## config.mk

```make
export PLATFORM = sky130hd
export DESIGN_NAME = alu_pipe
export DESIGN_NICKNAME = d
export VERILOG_FILES = /design/src/rtl/alu_pipe.sv
export SDC_FILE = /design/constraint.sdc
export NUM_CORES = 1
export LEC_CHECK = 0
export BUFFER_PORTS_ARGS = -buffer_cell sky130_fd_sc_hd__buf_2
export CAP_MARGIN = 10
export CORE_MARGIN = 2
export CORE_UTILIZATION = 25
export CTS_CLUSTER_SIZE = 12
export DETAILED_ROUTE_END_ITERATION = 12
export PLACE_DENSITY = 0.49
export SLEW_MARGIN = 5
export SYNTH_ARGS = -nofsm -noshare
export SYNTH_HDL_FRONTEND = slang
export SYNTH_SLANG_ARGS = --single-unit
```

## constraint.sdc

```tcl
create_clock -name clk -period 7.1 [get_ports clk]
set_input_delay 0.71 -clock clk [delete_from_list [all_inputs] [get_ports clk]]
set_output_delay 0.71 -clock clk [all_outputs]
set_load 0.005 [all_outputs]
```

## src/rtl/alu_pipe.sv

```systemverilog
// alu_pipe: pipelined RV32I execution unit with valid/ready, mispredict flush and branch-tag free; `define ALU_MUL_EN adds MUL/MULH/MULHSU/MULHU
module alu_pipe #(
  parameter int XLEN = 32,
  parameter int TAG_W = 4,
  parameter int OP_W = 5,
  parameter int BTAG_W = 4,
  parameter int STAGES = 2
) (
  input  logic                      clk,
  input  logic                      rst,
  input  logic                      in_valid,
  output logic                      in_ready,
  input  logic [XLEN-1:0]           operand_o,
  input  logic [XLEN-1:0]           operand_t,
  input  logic [OP_W-1:0]           op_code,
  input  logic [XLEN-1:0]           inst_addr,
  input  logic [TAG_W-1:0]          wrt_tag,
  input  logic [BTAG_W-1:0]         inst_btag,
  input  logic                      mis_taken,
  input  logic                      bfree_en,
  input  logic [$clog2(BTAG_W)-1:0] bfree_num,
  output logic                      out_valid,
  input  logic                      out_ready,
  output logic [TAG_W-1:0]          out_tag,
  output logic [XLEN-1:0]           out_data,
  output logic [BTAG_W-1:0]         out_btag,
  output logic                      jump_en,
  output logic [XLEN-1:0]           jump_addr
);
  localparam int SH_W = $clog2(XLEN);
  localparam int L = STAGES - 1;
  localparam logic [OP_W-1:0] OP_ADD   = OP_W'(0);
  localparam logic [OP_W-1:0] OP_SUB   = OP_W'(1);
  localparam logic [OP_W-1:0] OP_AND   = OP_W'(2);
  localparam logic [OP_W-1:0] OP_OR    = OP_W'(3);
  localparam logic [OP_W-1:0] OP_XOR   = OP_W'(4);
  localparam logic [OP_W-1:0] OP_SLT   = OP_W'(5);
  localparam logic [OP_W-1:0] OP_SLTU  = OP_W'(6);
  localparam logic [OP_W-1:0] OP_SLL   = OP_W'(7);
  localparam logic [OP_W-1:0] OP_SRL   = OP_W'(8);
  localparam logic [OP_W-1:0] OP_SRA   = OP_W'(9);
  localparam logic [OP_W-1:0] OP_LUI   = OP_W'(10);
  localparam logic [OP_W-1:0] OP_AUIPC = OP_W'(11);
  localparam logic [OP_W-1:0] OP_JAL   = OP_W'(12);
  localparam logic [OP_W-1:0] OP_JALR  = OP_W'(13);
  if (STAGES < 1 || STAGES > 4) begin : g_bad_stages
    $error("alu_pipe: STAGES must be in 1..4");
  end
  logic [XLEN-1:0]   sum, res, jmp;
  logic              jen;
  logic              advance;
  logic [BTAG_W-1:0] clr_mask;
  logic              valid_q [STAGES];
  logic              valid_d [STAGES];
  logic [TAG_W-1:0]  tag_q   [STAGES];
  logic [TAG_W-1:0]  tag_d   [STAGES];
  logic [XLEN-1:0]   data_q  [STAGES];
  logic [XLEN-1:0]   data_d  [STAGES];
  logic [BTAG_W-1:0] btag_q  [STAGES];
  logic [BTAG_W-1:0] btag_d  [STAGES];
  logic              jen_q   [STAGES];
  logic              jen_d   [STAGES];
  logic [XLEN-1:0]   jaddr_q [STAGES];
  logic [XLEN-1:0]   jaddr_d [STAGES];
`ifdef ALU_MUL_EN
  localparam logic [OP_W-1:0] OP_MUL    = OP_W'(14);
  localparam logic [OP_W-1:0] OP_MULH   = OP_W'(15);
  localparam logic [OP_W-1:0] OP_MULHSU = OP_W'(16);
  localparam logic [OP_W-1:0] OP_MULHU  = OP_W'(17);
  if (STAGES < 2) begin : g_bad_mul
    $error("alu_pipe: ALU_MUL_EN needs STAGES >= 2");
  end
  logic [2*XLEN-1:0] p_ss, p_su, p_uu;
  // Double-width products; signedness comes purely from how each operand is extended
  always_comb begin
    p_ss = {{XLEN{operand_o[XLEN-1]}}, operand_o} * {{XLEN{operand_t[XLEN-1]}}, operand_t};
    p_su = {{XLEN{operand_o[XLEN-1]}}, operand_o} * {{XLEN{1'b0}}, operand_t};
    p_uu = {{XLEN{1'b0}}, operand_o} * {{XLEN{1'b0}}, operand_t};
  end
`endif
  // Stage-0 execute: result, redirect target and jump flag straight from the issue inputs
  always_comb begin
    sum = operand_o + operand_t;
    res = '0;
    jmp = '0;
    jen = 1'b0;
    case (op_code)
      OP_ADD:   res = sum;
      OP_SUB:   res = operand_o - operand_t;
      OP_AND:   res = operand_o & operand_t;
      OP_OR:    res = operand_o | operand_t;
      OP_XOR:   res = operand_o ^ operand_t;
      OP_SLT:   res = ($signed(operand_o) < $signed(operand_t)) ? XLEN'(1) : '0;
      OP_SLTU:  res = (operand_o < operand_t) ? XLEN'(1) : '0;
      OP_SLL:   res = operand_o << operand_t[SH_W-1:0];
      OP_SRL:   res = operand_o >> operand_t[SH_W-1:0];
      OP_SRA:   res = $signed(operand_o) >>> operand_t[SH_W-1:0];
      OP_LUI:   res = operand_t;
      OP_AUIPC: res = sum;
      OP_JAL: begin
        res = operand_o + XLEN'(4);
        jmp = sum;
        jen = 1'b1;
      end
      OP_JALR: begin
        res = inst_addr + XLEN'(4);
        jmp = {sum[XLEN-1:1], 1'b0};
        jen = 1'b1;
      end
`ifdef ALU_MUL_EN
      OP_MUL:    res = p_ss[XLEN-1:0];
      OP_MULH:   res = p_ss[2*XLEN-1:XLEN];
      OP_MULHSU: res = p_su[2*XLEN-1:XLEN];
      OP_MULHU:  res = p_uu[2*XLEN-1:XLEN];
`endif
      default: ;
    endcase
  end
  assign advance  = ~valid_q[L] | out_ready;
  assign in_ready = advance & ~mis_taken;
  assign clr_mask = bfree_en ? ~(BTAG_W'(1) << bfree_num) : '1;
  // Next state: shift on advance, hold on stall, drop everything on flush, strip the freed branch bit in every slot
  always_comb begin
    valid_d[0] = mis_taken ? 1'b0 : advance ? in_valid : valid_q[0];
    tag_d[0]   = advance ? wrt_tag : tag_q[0];
    data_d[0]  = advance ? res : data_q[0];
    jen_d[0]   = advance ? jen : jen_q[0];
    jaddr_d[0] = advance ? jmp : jaddr_q[0];
    btag_d[0]  = (advance ? inst_btag : btag_q[0]) & clr_mask;
    for (int i = 1; i < STAGES; i++) begin
      valid_d[i] = mis_taken ? 1'b0 : advance ? valid_q[i-1] : valid_q[i];
      tag_d[i]   = advance ? tag_q[i-1] : tag_q[i];
      data_d[i]  = advance ? data_q[i-1] : data_q[i];
      jen_d[i]   = advance ? jen_q[i-1] : jen_q[i];
      jaddr_d[i] = advance ? jaddr_q[i-1] : jaddr_q[i];
      btag_d[i]  = (advance ? btag_q[i-1] : btag_q[i]) & clr_mask;
    end
  end
  // Stage registers; only valids reset because every payload output is gated by the last valid
  always_ff @(posedge clk) begin
    for (int i = 0; i < STAGES; i++) begin
      valid_q[i] <= rst ? valid_d[i] : 1'b0;
      tag_q[i]   <= tag_d[i];
      data_q[i]  <= data_d[i];
      jen_q[i]   <= jen_d[i];
      jaddr_q[i] <= jaddr_d[i];
      btag_q[i]  <= btag_d[i];
    end
  end
  assign out_valid = valid_q[L] & ~mis_taken;
  assign jump_en   = out_valid & jen_q[L];
  assign out_tag   = valid_q[L] ? tag_q[L] : '0;
  assign out_data  = valid_q[L] ? data_q[L] : '0;
  assign jump_addr = valid_q[L] ? jaddr_q[L] : '0;
  assign out_btag  = valid_q[L] ? (btag_q[L] & clr_mask) : '0;
endmodule

```

== Word level (Yosys, flattened, before mapping) ==
Memory sizes are Yosys's and may differ from the RTL's.
Index checks and enable logic that the tools add are counted.
Word-level totals
  register bits after elaboration: 0
  bits in writable memories: 148
  bits of input ports: 117
  output and inout port bits: 75
  word-level logic and storage cells: 71
  memories: 6
Cells by class
  add/sub/neg operators: 4
  $lt $le $gt $ge: 2
  equality and inequality tests: 13
  shift operators: 4
  muxes and demuxes: 26
  bitwise operators: 13
  reductions and logical operators: 3
Memory list
  data_q: depth 2, width 32, rd ports 2, clocked after memory_dff 0, wr ports 2, RTL line 57  | logic [XLEN-1:0] data_q [STAGES];
  jaddr_q: depth 2, width 32, rd ports 2, clocked after memory_dff 0, wr ports 2, RTL line 63  | logic [XLEN-1:0] jaddr_q [STAGES];
  btag_q: depth 2, width 4, rd ports 2, clocked after memory_dff 0, wr ports 2, RTL line 59  | logic [BTAG_W-1:0] btag_q [STAGES];
  tag_q: depth 2, width 4, rd ports 2, clocked after memory_dff 0, wr ports 2, RTL line 55  | logic [TAG_W-1:0] tag_q [STAGES];
  jen_q: depth 2, width 1, rd ports 2, clocked after memory_dff 0, wr ports 2, RTL line 61  | logic jen_q [STAGES];
  valid_q: depth 2, width 1, rd ports 2, clocked after memory_dff 0, wr ports 2, RTL line 53  | logic valid_q [STAGES];
Operator list (count)
  $pmux W32 S13: 1
  $mux W32: 6
  $add A32 B3 Y32 const B: 2
  $lt A32 B32 Y1: 2
  $pmux W32 S2: 1
  $add A32 B32 Y32: 1
  $and A32 B32 Y32: 1
  $or A32 B32 Y32: 1
  $shl A32 B5 Y32: 1
  $shr A32 B5 Y32: 1
  $sshr A32 B5 Y32: 1
  $sub A32 B32 Y32: 1
  $xor A32 B32 Y32: 1
  $eq A5 B4 Y1 const B: 6
  $mux W4: 7
  $eq A5 B3 Y1 const B: 4
  $and A4 B4 Y4: 3
  $mux W1: 11
  $eq A5 B2 Y1 const B: 2
  $eq A5 B1 Y1 const B: 1
  $logic_not A5 Y1: 1
  $not A4 Y4: 1
  $reduce_or A2 Y1: 2
  $shl A1 B2 Y4 const A: 1
  other kinds (3): 6

== Logic depth before layout (Yosys ltp) ==
Gate-level depths: netlist (run 1).
  depth in word-level cells: 5
  depth in mapped cells: 18
  gate-level depth less buffers: 14

== Least setup slack after synthesis (run 1) ==
OpenSTA, ideal clock, no wires.
  path kind: input -> register
  start point: in out_ready
  end point: mem data_q[0][0] (enable)
  setup time: 1.335 ns
  arrival: 3.535 ns
  data required time: 5.765 ns
  setup slack: 2.230 ns
  stages: 2
  path buffers: 0
  path through: nor2b_1 -> clkinv_1
RTL lines
  start: declaration: RTL line 23  | input logic out_ready,
  end: declaration: RTL line 57

==> flow_summary_export.csv, run 1 <==
group,metric,value,unit
layout,drive_gt1_share,15.85,%
setup_path,reg2reg_depth,3,
synthesis,ys_warn_count,0,
setup_path,r2r_slack,3770,ps
drt,drt_wl_total,73.22,mm
clock_network,clockBufferDepth,2,
timing,period_share,62.91,%
timing,setup_viol,0,
layout,stdcell_area,17560,µm²
synthesis,synth_area_leaders,"edfxtp_1 27%, ha_1 8.0%, nor2_1 5.2%",
synthesis,yosys_register_bits,148,
setup_path,r2r-end,"data_q[0][6]",
place,gp_congestion,0.9697,
synthesis,synth_nets,2115,
setup_path,cp_slowest_stage_delay,510,ps
setup_path,crit_path_top_delay_cell,"o41ai_2",
worst_hold_path,worstHoldStart,"jaddr_q[0][28]",
pwr,power_density,163.3,nW/µm²
layout,n_antenna_cell,0,
drt,avgRoutedWirePerCell,26.21,µm
die,start_util,25.43,%
timing,min_period,4467,ps
synthesis,async_reset_ff_share,0,%
clock_network,clock_latency,460,ps
timing,fin_worst_skew,19.80,ps
drt,via_per_inst,5.688,
drt,antenna_left,0,
setup_path,cp-end-kind,"register",
drt,remaining_drc_errors,0,
die,rows,90,
place,dp_hpwl,56.55,mm
pwr,irDropWorstVdd,0.1626,mV
setup_path,cp-start-kind,"input pin",
clock_network,cts_sinks,148,
worst_hold_path,hold_class,"register to register",
layout,multi_input_area,10170,µm²
setup_path,critPathMaxFanout,47,
timing,relSlewSlack,30.25,%
layout,fin_nets,2216,
clock_network,cts_root_buf,"clkbuf_16",
die,dieArea,63620,µm²
timing,fmaxAchievable,0.2239,GHz
die,die_h,252.2,µm
status,outcome,"completed",
layout,area.growth.synth_to_final,13.99,%
clock_network,cts_resized,0,
pwr,leakage,7.348,nW
drt,vias,15890,
place,place_area,17000,µm²
worst_hold_path,hold_path_depth,0,
synthesis,yosysUniqueCellTypes,89,
die,die_w,252.2,µm
setup_path,critical_path_arrival,4670,ps
synthesis,ys.flop_type,"edfxtp_1",
worst_hold_path,hold_end,"jaddr_q[0][60]",
clock_network,clk_pin_slew,70,ps
clock_network,cts-hold-fix-buffers,0,
layout,fillCellCount,6535,
setup_path,critPathKind,"input pin to register",
setup_path,critPathMostFrequentCell,"o211ai_1",
synthesis,synthCells,1898,
clock_network,cts_tree,"done",
timing,drv_slew,0,
drt,drt_iter0_drc,1865,
synthesis,synth_edf_count,138,
drt,dr.pass1.iters,6,
grt,grt_max_degree,77,
grt,grt_pass1_vias,15130,
clock_network,cts_made_buffers,17,
synthesis,synth_area,15400,µm²
flow_run,max_cap_violations,0,
grt,antenna_found_initial,3,
setup_path,cp.required,7300,ps
synthesis,seq_area_frac_synth,28.20,%
place,io_buffers,191,
timing,setup-tns-final,0,ps
setup_path,path_cells,"buf_2 -> inv_1 -> buf_4 -> ha_1 -> or2_2 -> o211ai_1 -> a2111oi_0 -> o211ai_1 -> a21oi_1 -> o41ai_2 -> o21ai_0 -> a221o_1 -> a21o_1",
layout,seq_area,4345,µm²
synthesis,avgSynthCellArea,8.116,µm²
timing,finalHoldViolations,0,
synthesis,yosys.area.top_type,"edfxtp_1",
clock_network,postCtsSetupRepairBufs,0,
die,core_area,60580,µm²
timing,worst_pin_slew,1020,ps
grt,grt_pass1_wl,105.1,mm
grt,grt_use_total,22.38,%
die,ios,192,
grt,grt_overflow_total,0,
clock_network,cts_max_level,4,
setup_path,r2r_start,"valid_q[0][1]",
synthesis,synth_top_area_share,26.90,%
timing,rsz0062_at_grt,"no",
==> state kept, by name, indices dropped and copies added, names as in the netlist <==
name,count
valid_q,2
tag_q,8
btag_q,8
data_q,64
jen_q,2
jaddr_q,64
==> final cells by class <==
cell class,instances,area share (%)
Sequential cell,148,24.75
Clock inverter,15,0.7624
Inverter,100,2.166
Multi-Input combinational cell,1519,57.93
Clock buffer,17,2.423
Timing Repair Buffer,213,6.399
Tap cell,782,5.572
==> layer usage <==
metal / vias up / part of all wire [%] / GRT usage (%) / routed length [µm]
met3: 101 / 7.0 / 3.584 / 5118
met1: 7873 / 45 / 31.46 / 33170
met4: 4 / 2.8 / 7.067 / 2062
met2: 694 / 45 / 34.98 / 32830
li1: 7221 / - / - / -
met5: - / 0.042 / 0 / 31
==> worst max path at each step <==
stage,start,to,slack [ps],depth (start not counted)
after global routing,operand_t[2],data_q[0][29],2460,13
final,operand_t[2],data_q[0][25],2630,13
after detailed placement,operand_t[2],data_q[0][25],2220,13
after CTS,operand_t[2],data_q[0][25],2690,13
after floorplan,out_ready,data_q[0][0],2230,2
after global placement,op_code[3],data_q[0][30],2100,10
==> stage by stage <==
stage | cells | setup WS [ps] | total power [mW] | utilization [%] | hold slack [ps]
after global routing | 2794 | 2456 | 2.992 | 28.98 | 416.5
final | 2794 | 2633 | 2.868 | 28.98 | 416.0
after floorplan | 1898 | 2230 | 1.620 | - | 400.3
after CTS | 2794 | 2689 | 2.872 | 28.98 | 405.8
after global placement | 2762 | 2102 | 1.966 | 28.06 | 401.9
after detailed placement | 2762 | 2225 | 1.963 | 28.06 | 404.5
==> Yosys cell counts, types with 22 or more instances <==
master,instances
nor2_1,213
nand2_1,177
a21oi_1,159
edfxtp_1,138
o21ai_0,134
ha_1,98
clkbuf_1,96
inv_1,95
and2_1,78
mux2i_1,57
nand3_1,48
xnor2_1,45
nor3_1,36
o211ai_1,30
a221oi_1,25
o22ai_1,24
o221ai_1,23
a211oi_1,22
a31oi_1,22
==> where the power goes <==
group	switching, mW	total (mW)	internal, mW
clock network	0.436	0.898	0.462
logic	0.612	0.904	0.292
registers	0.0253	1.07	1.04
total	1.07	2.87	1.79
==> worst max-delay path: cells and delay by family <==
| family | cells | cell delay (ps) |
|---|---|---|
| buf+inv | 3 | 830 |
| compound gates | 8 | 2520 |
| fa+ha+maj | 1 | 310 |
| simple gates | 1 | 290 |
==> cells by family after synthesis <==
family | share of synthesized area (%)
AOI/OAI and AO/OA | 26.59
xor gates and xnor gates | 3.468
adders and majority gates | 8.220
buffers and inverters | 5.921
DFF | 28.20
muxes | 7.286
and+or+nand+nor | 20.31
==> placed cells by master, fill, tap and decap left out, types with 12 or more instances in the layout <==
master,instances
nand2b_1,14
nand2_1,176
a22oi_1,15
a21o_1,12
o221ai_1,23
a21oi_1,159
o22ai_1,24
nand3_1,48
and3_1,21
nor2b_1,16
nor2_1,210
mux4_2,17
nor3_1,36
xnor2_1,45
nand4_1,21
buf_4,23
o21ai_0,133
xor2_1,16
o21bai_1,18
mux2_2,15
o211ai_1,30
a221o_1,13
a211oi_1,22
mux2i_1,57
ha_1,98
edfxtp_1,138
clkbuf_16,17
inv_1,95
a31oi_1,22
a221oi_1,25
buf_2,190
and2_1,77
(Power assumes the default switching activity.)
==> run 2, diff against run 1 <==
- clock period: 7.1 -> 4.3 ns (I/O delays scaled with it)
==> run 2 against run 1 <==
Compared with the run above:
- power is 68% higher
- highest routed layer unchanged
- final cell count is 2.7% higher
- largest power group unchanged
- clock power is 70% higher
- critical path type unchanged
- critical endpoint is now data_q[0][19]
- sequential share of layout area is 0.86 points lower
==> flow_summary_export.csv, run 2 (synthesis results as in run 1) <==
group,metric,value,unit
status,outcome,"completed",
layout,final_common_cell,"nor2_1",
setup_path,r2r_start,"valid_q[0][1]",
layout,fin_util,30.03,%
drt,antenna_left,0,
worst_hold_path,hold_class,"input pin to register",
setup_path,cp.required,4410,ps
grt,antenna_found_initial,10,
setup_path,cp-end-kind,"register",
layout,stdcell_area,18200,µm²
clock_network,cts_root_buf,"clkbuf_16",
clock_network,clock_latency,440,ps
timing,rsz0062_at_grt,"no",
timing,min_period,3810,ps
drt,vias,16080,
setup_path,critPathKind,"input pin to register",
worst_hold_path,hold_path_depth,1,
die,die_w,252.2,µm
pwr,total_power,4.811,mW
drt,dr.pass1.iters,6,
drt,avgRoutedWirePerCell,25.17,µm
drt,drt_wl_total,72.21,mm
layout,seq_area,4345,µm²
place,dp_hpwl,57.48,mm
place,place_area,17580,µm²
clock_network,cts_sinks,148,
clock_network,postCtsSetupRepairBufs,0,
timing,setup_viol,0,
pwr,leakage,7.723,nW
grt,grt_overflow_total,0,
setup_path,r2r_slack,1890,ps
drt,remaining_drc_errors,0,
layout,fin_nets,2288,
timing,worst_pin_slew,1234,ps
setup_path,critPathMaxFanout,8,
setup_path,cp-start-kind,"input pin",
setup_path,r2r-end,"tag_q[0][7]",
clock_network,cts_max_level,4,
die,core_area,60580,µm²
timing,fmaxAchievable,0.2625,GHz
layout,final_cell_mix,"210 x nor2_1, 190 x buf_2, 177 x nand2_1",
grt,grt_max_degree,104,
worst_hold_path,hold_end,"tag_q[0][0]",
setup_path,critical_path_arrival,3920,ps
timing,drv_slew,0,
timing,period_share,88.59,%
timing,relSlewSlack,17.76,%
grt,grt_pass1_wl,104.2,mm
drt,via_per_inst,5.606,
worst_hold_path,worstHoldStart,"wrt_tag[0]",
grt,grt_use_total,22.19,%
layout,area.growth.synth_to_final,18.11,%
place,io_buffers,191,
pwr,power_density,264.4,nW/µm²
die,start_util,25.43,%
layout,multi_input_area,10170,µm²
layout,largest_registers,"data_q: 64 flops, jaddr_q: 64 flops",
setup_path,reg2reg_depth,3,
clock_network,clk_pin_slew,60,ps
die,dieArea,63620,µm²
place,gp_congestion,1.002,
clock_network,cts-hold-fix-buffers,0,
die,die_h,252.2,µm
clock_network,cts_tree,"done",
setup_path,crit_start,"operand_o[5]",
layout,fillCellCount,6509,
die,rows,90,
layout,drive_gt1_share,18.57,%
clock_network,cts_resized,0,
clock_network,cts_made_buffers,17,
timing,finalHoldViolations,0,
timing,fin_worst_skew,9.363,ps
drt,drt_iter0_drc,1868,
grt,grt_pass1_vias,15220,
flow_run,max_cap_violations,0,
timing,setup-tns-final,0,ps
pwr,irDropWorstVdd,0.2814,mV
clock_network,clockBufferDepth,2,
die,ios,192,
-- run 2: worst max-delay path by stage --
stage / slack [ps] / end
floorplan: 290 / data_q[0][30]
global placement: 190 / data_q[0][21]
detailed placement: 140 / data_q[0][29]
CTS: 600 / data_q[0][29]
global route: 170 / data_q[0][19]
finish: 490 / data_q[0][19]
-- run 2: metal layers --
metal	vias to the layer above	part of all wire, %	track usage (%)
li1	7365	-	-
met2	753	45	34.86
met1	7836	44	30.10
met3	120	7.8	4.192
met5	-	0.087	0
met4	10	3.9	8.453
-- run 2: layout make-up --
class | count | share of cell area [%]
Multi-Input combinational cell | 1519 | 55.92
Tap cell | 782 | 5.378
Clock inverter | 15 | 0.9971
Clock buffer | 17 | 2.338
Timing Repair Buffer | 285 | 9.352
Antenna cell | 3 | 0.04126
Inverter | 100 | 2.090
Sequential cell | 148 | 23.88
-- run 2: stage by stage --
step	setup WS, ps	hold WS, ps	instances
floorplan	289.8	400.3	1898
global placement	193.6	401.0	2834
detailed placement	142.4	404.5	2834
CTS	603.1	137.5	2866
global route	169.8	141.7	2867
finish	490.4	168.2	2869
-- run 2: worst max-delay path, cell delays in order --
cell	delay, ps
buf_2	200
inv_1	120
ha_1	430
nor3b_1	200
or3_1	310
a2111oi_0	700
buf_4	230
o211ai_1	160
a21oi_1	270
or2_2	170
o22ai_1	60
o21ai_0	360
o211ai_1	280
-- run 2: where the power goes --
part / internal [mW] / leakage [nW] / total (mW) / switching (mW)
Clock: 0.916 / 0.289 / 1.53 / 0.610
Combinational: 0.531 / 5.75 / 1.53 / 1.00
Sequential: 1.72 / 1.69 / 1.76 / 0.0365
